[config.mk]
export PLATFORM = sky130hd
export DESIGN_NAME = arb_pkt_mux
export DESIGN_NICKNAME = d
export VERILOG_FILES = /design/src/rtl/arb_pkt_pkg.sv /design/src/rtl/arb_pkt_oreg.sv /design/src/rtl/arb_pkt_mux.sv
export SDC_FILE = /design/constraint.sdc
export NUM_CORES = 1
export LEC_CHECK = 0
export CORE_MARGIN = 5
export CORE_UTILIZATION = 34
export CTS_CLUSTER_SIZE = 14
export DETAILED_ROUTE_END_ITERATION = 10
export HOLD_SLACK_MARGIN = 0.03
export PLACE_DENSITY = 0.75
export SLEW_MARGIN = 25
export SYNTH_ARGS = -nofsm -noshare
export SYNTH_HDL_FRONTEND = slang
export SYNTH_SLANG_ARGS = --single-unit
export TNS_END_PERCENT = 5
[constraint.sdc]
create_clock -name clk -period 1.4 [get_ports clk]
set_input_delay 0.28 -clock clk [delete_from_list [all_inputs] [get_ports clk]]
set_output_delay 0.28 -clock clk [all_outputs]
set_load 0.02 [all_outputs]
[src/rtl/arb_pkt_pkg.sv]
// Shared types and helpers for the packet-level arbiter mux (arb_pkt_mux).
package arb_pkt_pkg;

  typedef enum logic {
    IDLE = 1'b0,
    LOCK = 1'b1
  } state_t;

  // Index of the lowest set bit; zero input maps to index 0.
  function automatic int oh2idx(input logic [31:0] oh);
    int idx;
    idx = 0;
    for (int i = 31; i >= 0; i--)
      if (oh[i]) idx = i;
    return idx;
  endfunction

  function automatic logic is_onehot(input logic [31:0] v);
    return (v != 32'd0) && ((v & (v - 32'd1)) == 32'd0);
  endfunction

endpackage

[src/rtl/arb_pkt_oreg.sv]
// Single valid/ready register stage carrying W data bits plus end-of-packet.
module arb_pkt_oreg #(
  parameter int W = 8
) (
  input  logic         clk,
  input  logic         rstn,
  input  logic         ld,
  input  logic [W-1:0] ld_data,
  input  logic         ld_last,
  input  logic         m_ready,
  output logic         m_valid,
  output logic [W-1:0] m_data,
  output logic         m_last,
  output logic         free
);

  logic         vld_p1;
  logic [W-1:0] data_p1;
  logic         last_p1;

  // Stage p1: load on accept (drain may coincide), else hold until drained.
  always_ff @(posedge clk or negedge rstn) begin
    if (!rstn) begin
      vld_p1  <= 1'b0;
      data_p1 <= '0;
      last_p1 <= 1'b0;
    end else if (ld) begin
      vld_p1  <= 1'b1;
      data_p1 <= ld_data;
      last_p1 <= ld_last;
    end else if (m_ready) begin
      vld_p1  <= 1'b0;
    end
  end

  assign free    = !vld_p1 || m_ready;
  assign m_valid = vld_p1;
  assign m_data  = data_p1;
  assign m_last  = last_p1;

endmodule

[src/rtl/arb_pkt_mux.sv]
// Packet-level N:1 mux around mtx_arb: locks one source per packet, rotates on last.
// Optional lock watchdog enabled by defining ARB_PKT_MUX_TIMEOUT_EN.
module arb_pkt_mux
  import arb_pkt_pkg::*;
#(
  parameter int N       = 3,
  parameter int W       = 8,
  parameter int TIMEOUT = 16
) (
  input  logic           clk,
  input  logic           rstn,
  input  logic [N-1:0]   s_valid,
  output logic [N-1:0]   s_ready,
  input  logic [N*W-1:0] s_data,
  input  logic [N-1:0]   s_last,
  output logic [N-1:0]   arb_req,
  input  logic [N-1:0]   arb_gnt,
  output logic           arb_upd,
  output logic           m_valid,
  input  logic           m_ready,
  output logic [W-1:0]   m_data,
  output logic           m_last,
  output logic           err_to
);

  localparam int BW = (N * W > 1) ? $clog2(N * W) : 1;

  state_t        state, state_nxt;
  logic [N-1:0]  sel, sel_nxt;
  logic          armed;
  logic          oreg_free;
  logic          src_vld, src_last;
  logic          accept, acc_last, release_to, grant_ok;
  logic [BW-1:0] base;
  logic [W-1:0]  ld_data;

  assign src_vld  = |(s_valid & sel);
  assign src_last = |(s_last & sel);
  assign accept   = (state == LOCK) && src_vld && oreg_free;
  assign acc_last = accept && src_last;
  // armed keeps arb_req low while reset is asserted and for the first edge after it.
  assign grant_ok = armed && is_onehot(32'(arb_gnt));
  assign base     = BW'(oh2idx(32'(sel)) * W);
  assign ld_data  = s_data[base +: W];

`ifdef ARB_PKT_MUX_TIMEOUT_EN
  localparam int CW = $clog2(TIMEOUT + 1);
  logic [CW-1:0] to_cnt;
  logic          err_q;

  // A last beat accepted in the expiry cycle releases normally and wins.
  assign release_to = (state == LOCK) && (to_cnt == CW'(TIMEOUT)) && !acc_last;

  always_ff @(posedge clk or negedge rstn) begin
    if (!rstn) begin
      to_cnt <= '0;
      err_q  <= 1'b0;
    end else begin
      if (state != LOCK || accept)
        to_cnt <= '0;
      else if (!src_vld && to_cnt != CW'(TIMEOUT))
        to_cnt <= to_cnt + CW'(1);
      if (release_to)
        err_q <= 1'b1;
    end
  end

  assign err_to = err_q;
`else
  assign release_to = 1'b0;
  assign err_to     = 1'b0;
`endif

  always_ff @(posedge clk or negedge rstn) begin
    if (!rstn) begin
      state <= IDLE;
      sel   <= '0;
      armed <= 1'b0;
    end else begin
      state <= state_nxt;
      sel   <= sel_nxt;
      armed <= 1'b1;
    end
  end

  always_comb begin
    state_nxt = state;
    sel_nxt   = sel;
    case (state)
      IDLE: begin
        if (grant_ok) begin
          state_nxt = LOCK;
          sel_nxt   = arb_gnt;
        end
      end
      LOCK: begin
        if (acc_last || release_to) begin
          state_nxt = IDLE;
          sel_nxt   = '0;
        end
      end
      default: begin
        state_nxt = IDLE;
        sel_nxt   = '0;
      end
    endcase
  end

  always_comb begin
    arb_req = '0;
    s_ready = '0;
    arb_upd = 1'b0;
    case (state)
      IDLE: arb_req = armed ? s_valid : '0;
      LOCK: begin
        arb_req = sel;
        s_ready = sel & {N{oreg_free}};
        arb_upd = acc_last || release_to;
      end
      default: ;
    endcase
  end

  arb_pkt_oreg #(.W(W)) u_oreg (
    .clk     (clk),
    .rstn    (rstn),
    .ld      (accept),
    .ld_data (ld_data),
    .ld_last (src_last),
    .m_ready (m_ready),
    .m_valid (m_valid),
    .m_data  (m_data),
    .m_last  (m_last),
    .free    (oreg_free)
  );

endmodule

# After elaboration in Yosys (flattened, before gate mapping)

Index checks and enable logic that the tools add are counted.
W data, S select, Z words.

Word-level logic and storage cells: 43
Bits of input ports: 36
Register bits after elaboration: 15

Muxes and demuxes: 15
$add $sub $neg: 1
Equal/unequal tests: 2
Shifts and indexed selects: 1
Reductions and logical operators: 13
Bitwise logic cells: 5

Operator list:

| operator              | count |
|---|---|
| $and A3 B32 Y32       | 1 |
| $logic_not A32 Y1     | 1 |
| $shiftx A24 B6 Y8     | 1 |
| $mux W3               | 4 |
| $pmux W3 S2           | 2 |
| $and A3 B3 Y3         | 3 |
| $mux W2               | 3 |
| $reduce_or A3 Y1      | 2 |
| $logic_and A1 B1 Y1   | 5 |
| $mux W1               | 5 |
| $sub A3 B1 Y4 const B | 1 |
| $reduce_bool A3 Y1    | 1 |
| $ne A2 B1 Y1 const B  | 1 |
| $ne A2 B2 Y1 const B  | 1 |
| $pmux W1 S2           | 1 |
| $reduce_and A2 Y1     | 1 |
| $reduce_bool A2 Y1    | 1 |
| $logic_not A1 Y1      | 1 |
| $logic_or A1 B1 Y1    | 1 |
| $not A1 Y1            | 1 |

# Logic depth before layout (Yosys ltp)

Gate-level depths: netlist (run 1).

Depth in word-level cells: 7
Gate-level depth with buffers: 5

# Modules after synthesis

Synthesis (run 1) repeated with hierarchy kept, for this count alone.

Cells, all modules: 94
Area, all modules: 947.2 µm²

By module, submodules not included:

| module       | instances | cells an instance | area an instance (µm²) | sequential area each (µm²) |
|---|---|---|---|---|
| arb_pkt_mux  | 1         | 72                | 538.0                  | 125.1 |
| arb_pkt_oreg | 1         | 22                | 409.1                  | 250.2 |

# Worst setup path before layout (run 1)

No wires, ideal clock.

Kind: flip-flop to output port
From: register u_oreg.vld_p1 (netlist: u_oreg.m_valid)
To: output port arb_upd
Buffers on the path: 0
Stages on the path, launching flop included: 4
Setup slack: -0.190 ns
Data arrival time: 1.310 ns
Required time: 1.120 ns
Path through: dfrtp_1 -> nor2b_1 -> or4_4 -> inv_1

Cells in the longest elaborated chain, start to end: 5

Ends and longest elaborated chain:

| item                   | RTL line           | source |
|---|---|---|
| from (decl)            | arb_pkt_oreg.sv:17 | `logic vld_p1;` |
| from (signal assigned) | arb_pkt_oreg.sv:24 | `vld_p1 <= 1'b0;` |
| from (signal assigned) | arb_pkt_oreg.sv:28 | `vld_p1 <= 1'b1;` |
| from (signal assigned) | arb_pkt_oreg.sv:32 | `vld_p1 <= 1'b0;` |
| $logic_not A1 Y1       | arb_pkt_oreg.sv:36 | `assign free = !vld_p1 \|\| m_ready;` |
| $logic_or A1 B1 Y1     | arb_pkt_oreg.sv:36 |  |
| $logic_and A1 B1 Y1    | arb_pkt_mux.sv:39  | `assign accept = (state == LOCK) && src_vld && oreg_free;` |
| $logic_and A1 B1 Y1    | arb_pkt_mux.sv:40  | `assign acc_last = accept && src_last;` |
| $mux W1                | arb_pkt_mux.sv:113 | `case (state)` |
| to (decl)              | arb_pkt_mux.sv:18  | `output logic arb_upd,` |

Every way passes these cells.

# Worst setup path in the final report (run 1)

Ends and elaborated chain as after synthesis.

==> out/metrics.csv, run 1 <==
metric,value,unit
io_buffers,52,
setup-tns-final,-3656,ps
core,2734,µm²
clk_latency,290,ps
worstSetupPathType,reg -> out,
num_io_pins,54,
fin_cells,197,
syn_to_final_growth,74.48,%
die_area,3972,µm²
arrival,1520,ps
drc,0,
grt_max_degree,21,
clockRootBuffer,clkbuf_4,
synth_top_area_cell,dfrtp_1,
track_usage,0.1554,
crit_required,1120,ps
drt_iter0_drc,42,
rr_worst_depth,5,
drv_cap,0,
grt_pass1_wl,5043,µm
drive_gt1_frac,0.3072,
rsz0062_at_grt,yes,
synth.top_cells.by_area,"dfrtp_1, o31ai_1, or3b_2",
dr.pass1.iters,5,
place_hpwl,2363,µm
initial_core_util,0.3497,
grt-ovfl-total,0,
synth_seq_area_share,0.3927,
period_minus_slack,1800,ps
max-vdd-ir-drop,0.0005403,V
synth_common_cells,"o31ai_1, dfrtp_1, nor2_1",
n_fill_cell,250,
slew_violations,0,
hp-class,in -> async,
ys.flop_type,dfrtp_1,
layout.nets,203,
h-tree-depth,1,
cts_buffers,3,
synth-async-reset-ratio,1.000,
synth_edf_count,0,
vias,1045,
regToRegEndpoint,u_oreg.m_data[1],
ff_latch_area,375.4,µm²
grt_pass1_vias,1082,
tritoncts,built,
synth.top_cell.area_share,0.3927,
skew,15.41,ps
n_antenna_cell,0,
violations,negative setup slack,
ys_warn_count,0,
ys_ff_latch,15,
cts.sinks,15,
finalCritPeriodShare,1.285,
synth_fp_nets,139,
syn_inst,103,
finalWeightedCongestion,0.8526,
chipWidth,63.03,µm
hold_violations,0,
p_per_area,495.6,nW/µm²
syn_area_per_cell,9.281,µm²
dp.cells,190,
die_h,63.03,µm
detail-route-antenna-nets,0,
clock.fmax,555.7,MHz
cp_max_fo,2,
clockBufferDepth,2,
setup_ws,-399.6,ps
worstSetupStartpoint,u_oreg.m_valid,
totalWireLength,3053,µm
outcome,"finished, violations left",
syn-cell-area,955.9,µm²
post_drt_via_cell_ratio,5.305,
yosysUniqueCellTypes,28,
timing.reg2reg.setup_slack,-180,ps
critPathCaptureType,output port,
rows,19,
multi_input_area,564.3,µm²
antenna_found_initial,0,
drt-wirelength-per-cell,15.50,µm
clk_pin_slew,100,ps
start_kind,register,
leakagePower,0.7567,nW
synth.most_common_cell,o31ai_1,
finalSetupViolations,19,
rr_startpoint,u_oreg.m_valid,
## timing repair
action | 4_1_cts | 5_1_grt
setup endpoints to repair | 30 | 21
pin swaps | 6 | 4
gates resized for setup | 60 | 10
setup buffers | 3 | 0
hold buffers | 0 | 0
## worst max-delay path: stages (launching register included)
cell     delay (ps)
dfrtp_1         380
nor2b_4         130
or4_4           550
inv_4            70
buf_6           110
## where the power goes
group          switching, mW  internal [mW]
combinational         0.0360         0.0998
sequential          0.000450          0.434
clock                  0.150          0.106
## cell type report
| cell class | count | share of cell area |
|---|---|---|
| tap | 31 | 0.02326 |
| timing repair buffer | 69 | 0.3908 |
| multi-input combinational | 76 | 0.3383 |
| sequential | 15 | 0.2251 |
| clock buffer | 3 | 0.01350 |
| clock inverter | 1 | 0.003001 |
| inverter | 2 | 0.006001 |
## cell families after synthesis
family,synth area share
buffers and inverters,0.06021
xor gates and xnor gates,0.009164
and+or+nand+nor,0.2408
DFF,0.3927
other,0.007856
AOI/OAI and AO/OA,0.2893
## placed cells by master (no fill, tap or decap), types with 8 or more instances in the layout
| master | count |
|---|---|
| clkdlybuf4s50_1 | 33 |
| buf_4 | 16 |
| o31ai_1 | 15 |
| dfrtp_1 | 15 |
| dlygate4sd2_1 | 11 |
| nand2b_1 | 8 |
| or3b_2 | 8 |
| a21oi_1 | 8 |
| nor2_1 | 8 |
| buf_6 | 8 |
## stage by stage
stage	power, mW	hold slack (ps)	area (µm²)	worst slack [ps]	utilization
after global placement	0.5772	468.4	1573	-877.2	0.5753
final	0.8266	289.2	1668	-399.6	0.6101
after detailed placement	0.5793	468.6	1573	-889.0	0.5753
after floorplan	0.4620	-15.59	958.4	-128.1	-
after CTS	0.8270	297.1	1648	-410.8	0.6027
after global routing	0.8569	309.4	1668	-488.6	0.6101
## state kept, by name, summed over array words and instances, names as in the netlist
| name | count |
|---|---|
| u_oreg.m_last | 1 |
| sel | 3 |
| u_oreg.m_valid | 1 |
| u_oreg.m_data | 8 |
| state | 1 |
| armed | 1 |
## routing by layer
layer,vias to the layer above,global-route usage,routed length (µm)
li1,512,-,-
met3,4,0.05576,210
met2,48,0.2603,1509
met1,481,0.1871,1283
met5,-,0,0
met4,0,0.03979,48
## worst max-delay path by stage
stage / endpoint / slack [ps]
after floorplan: arb_upd / -130
after global routing: arb_upd / -490
final: arb_upd / -400
after detailed placement: arb_upd / -890
after CTS: arb_upd / -410
after global placement: arb_upd / -880
No activity file was read; power rests on OpenSTA's default activity.
==> run 2, diff against run 1 <==
--- a/config.mk
+++ b/config.mk
@@ -6,11 +6,11 @@
 export NUM_CORES = 1
 export LEC_CHECK = 0
 export CORE_MARGIN = 5
-export CORE_UTILIZATION = 34
+export CORE_UTILIZATION = 38
 export CTS_CLUSTER_SIZE = 14
 export DETAILED_ROUTE_END_ITERATION = 10
 export HOLD_SLACK_MARGIN = 0.03
-export PLACE_DENSITY = 0.75
+export PLACE_DENSITY = 0.8
 export SLEW_MARGIN = 25
 export SYNTH_ARGS = -nofsm -noshare
 export SYNTH_HDL_FRONTEND = slang
==> constraint.sdc (replaced) <==
create_clock -name clk -period 2 [get_ports clk]
set_input_delay 0.4 -clock clk [delete_from_list [all_inputs] [get_ports clk]]
set_output_delay 0.4 -clock clk [all_outputs]
set_load 0.02 [all_outputs]
==> out/metrics.csv, run 2 (synthesis gave the netlist of run 1 again) <==
metric,value,unit,change
track_usage,0.1801,,+0.02466
rows,18,,-1
detail-route-antenna-nets,0,,unchanged
clockRootBuffer,clkbuf_4,,
die_h,60.16,µm,-4.6%
hp-class,in -> async,,
clk_latency,280,ps,about the same
post_drt_via_cell_ratio,5.301,,about the same
setup_ws,-21.71,ps,+377.9 ps
dr.pass1.iters,4,,-1
place_hpwl,2308,µm,-2.3%
finalInstanceArea,1633,µm²,-2.1%
slew_violations,0,,unchanged
outcome,"finished, violations left",,
num_io_pins,54,,unchanged
pre_cts_ws,-537.6,ps,+351.5 ps
grt_pass1_vias,1033,,-4.5%
final_cell_mix,"clkdlybuf4s50_1, buf_4, o31ai_1",,
n_fill_cell,219,,-12%
initial_core_util,0.3930,,+0.04335
h-tree-depth,1,,unchanged
clock.fmax,494.6,MHz,
drt-wirelength-per-cell,16.19,µm,+4.5%
grt_pass1_wl,4899,µm,-2.9%
crit_required,1600,ps,+480 ps
chipWidth,60.16,µm,-4.6%
tritoncts,built,,
drc,0,,unchanged
hold_slack,432.1,ps,+142.9 ps
leakagePower,0.7591,nW,+0.32%
drive_gt1_frac,0.2410,,-0.06627
violations,negative setup slack,,
max-vdd-ir-drop,0.0003498,V,-35%
grt-ovfl-total,0,,unchanged
drt_iter0_drc,26,,-38%
rsz0062_at_grt,yes,,
arrival,1620,ps,+100 ps
worstSetupPathType,reg -> out,,
layout_commonest_cell,clkdlybuf4s50_1,,
totalWireLength,3174,µm,+4.0%
cts.sinks,15,,unchanged
finalSetupViolations,1,,-18
start_kind,register,,
cts_buffers,3,,unchanged
finalWeightedCongestion,0.8382,,-1.7%
ff_latch_area,375.4,µm²,unchanged
critPathCaptureType,output port,,
period_minus_slack,2022,ps,
clk_pin_slew,90,ps,about the same
vias,1039,,-0.57%
clockBufferDepth,2,,unchanged
grt_max_degree,19,,-9.5%
largest_reg_flops,8,,unchanged
p_per_area,349.6,nW/µm²,-29%
io_buffers,52,,unchanged
die_area,3619,µm²,-8.9%
setup-tns-final,-21.71,ps,+3635 ps
hold_buffers,0,,unchanged
multi_input_area,533.0,µm²,-5.5%
drv_cap,0,,unchanged
layout.nets,203,,unchanged
n_antenna_cell,0,,unchanged
fin_util,0.6713,,+0.06123
cp_max_fo,4,,+2
dpl-instance-area,1577,µm²,+0.24%
skew,2.372,ps,-13.04 ps
finalCritPeriodShare,1.011,,
syn_to_final_growth,70.81,%,
hold_violations,0,,unchanged
antenna_found_initial,0,,unchanged
core,2432,µm²,-11%
==> run 2: final timing paths <==
| path | startpoint | end | slack, ps | depth (start not counted) |
|---|---|---|---|---|
| worst max-delay path | sel[2] | arb_upd | -20 | 4 |
| worst min-delay path | rstn | u_oreg.m_data[7] | 430 | 2 |
| worst max register to register | sel[1] | u_oreg.m_data[4] | 290 | 4 |
| worst min register to register | u_oreg.m_last | u_oreg.m_last | 510 | 1 |
| max in group asynchronous | rstn | u_oreg.m_data[4] | 1390 | 2 |
| min in group clk | u_oreg.m_last | u_oreg.m_last | 510 | 1 |
==> run 2: final cells by class <==
cell class	count	share of cell area
well taps	30	0.02299
multi-input cells	76	0.3264
repair buffers	69	0.3977
inverters	2	0.006130
clock inverters	1	0.003065
clock buffers	3	0.01379
flip-flops and latches	15	0.2299
==> run 2: timing repair <==
action | in CTS | in global routing
resized for setup | 22 | 12
setup buffers | 0 | 2
pin swaps | 0 | 2
endpoints found under the setup margin | 7 | 5
==> run 2: power breakdown <==
| part | internal (mW) | switching (mW) |
|---|---|---|
| sequential | 0.304 | 0.000200 |
| clock | 0.0742 | 0.101 |
| combinational | 0.0663 | 0.0250 |
==> run 2: worst max-delay path, stage by stage (launching register included) <==
cell and delay [ps]:
dfrtp_1 440, a222oi_1 130, or4_4 590, inv_4 80
buf_6 110
==> run 2: metal layers <==
layer | global-route usage | wire (µm) | vias to the layer above
met2 | 0.2778 | 1598 | 42
met5 | 0 | 0 | -
met4 | 0.07911 | 57 | 0
met1 | 0.2437 | 1300 | 488
met3 | 0.03240 | 217 | 6
li1 | - | - | 503
==> run 2: through the flow <==
stage | power (mW) | cells
6_report | 0.5709 | 196
2_1_floorplan | 0.3234 | 103
3_3_place_gp | 0.4022 | 190
5_1_grt | 0.6004 | 196
4_1_cts | 0.5800 | 194
3_5_place_dp | 0.4030 | 190
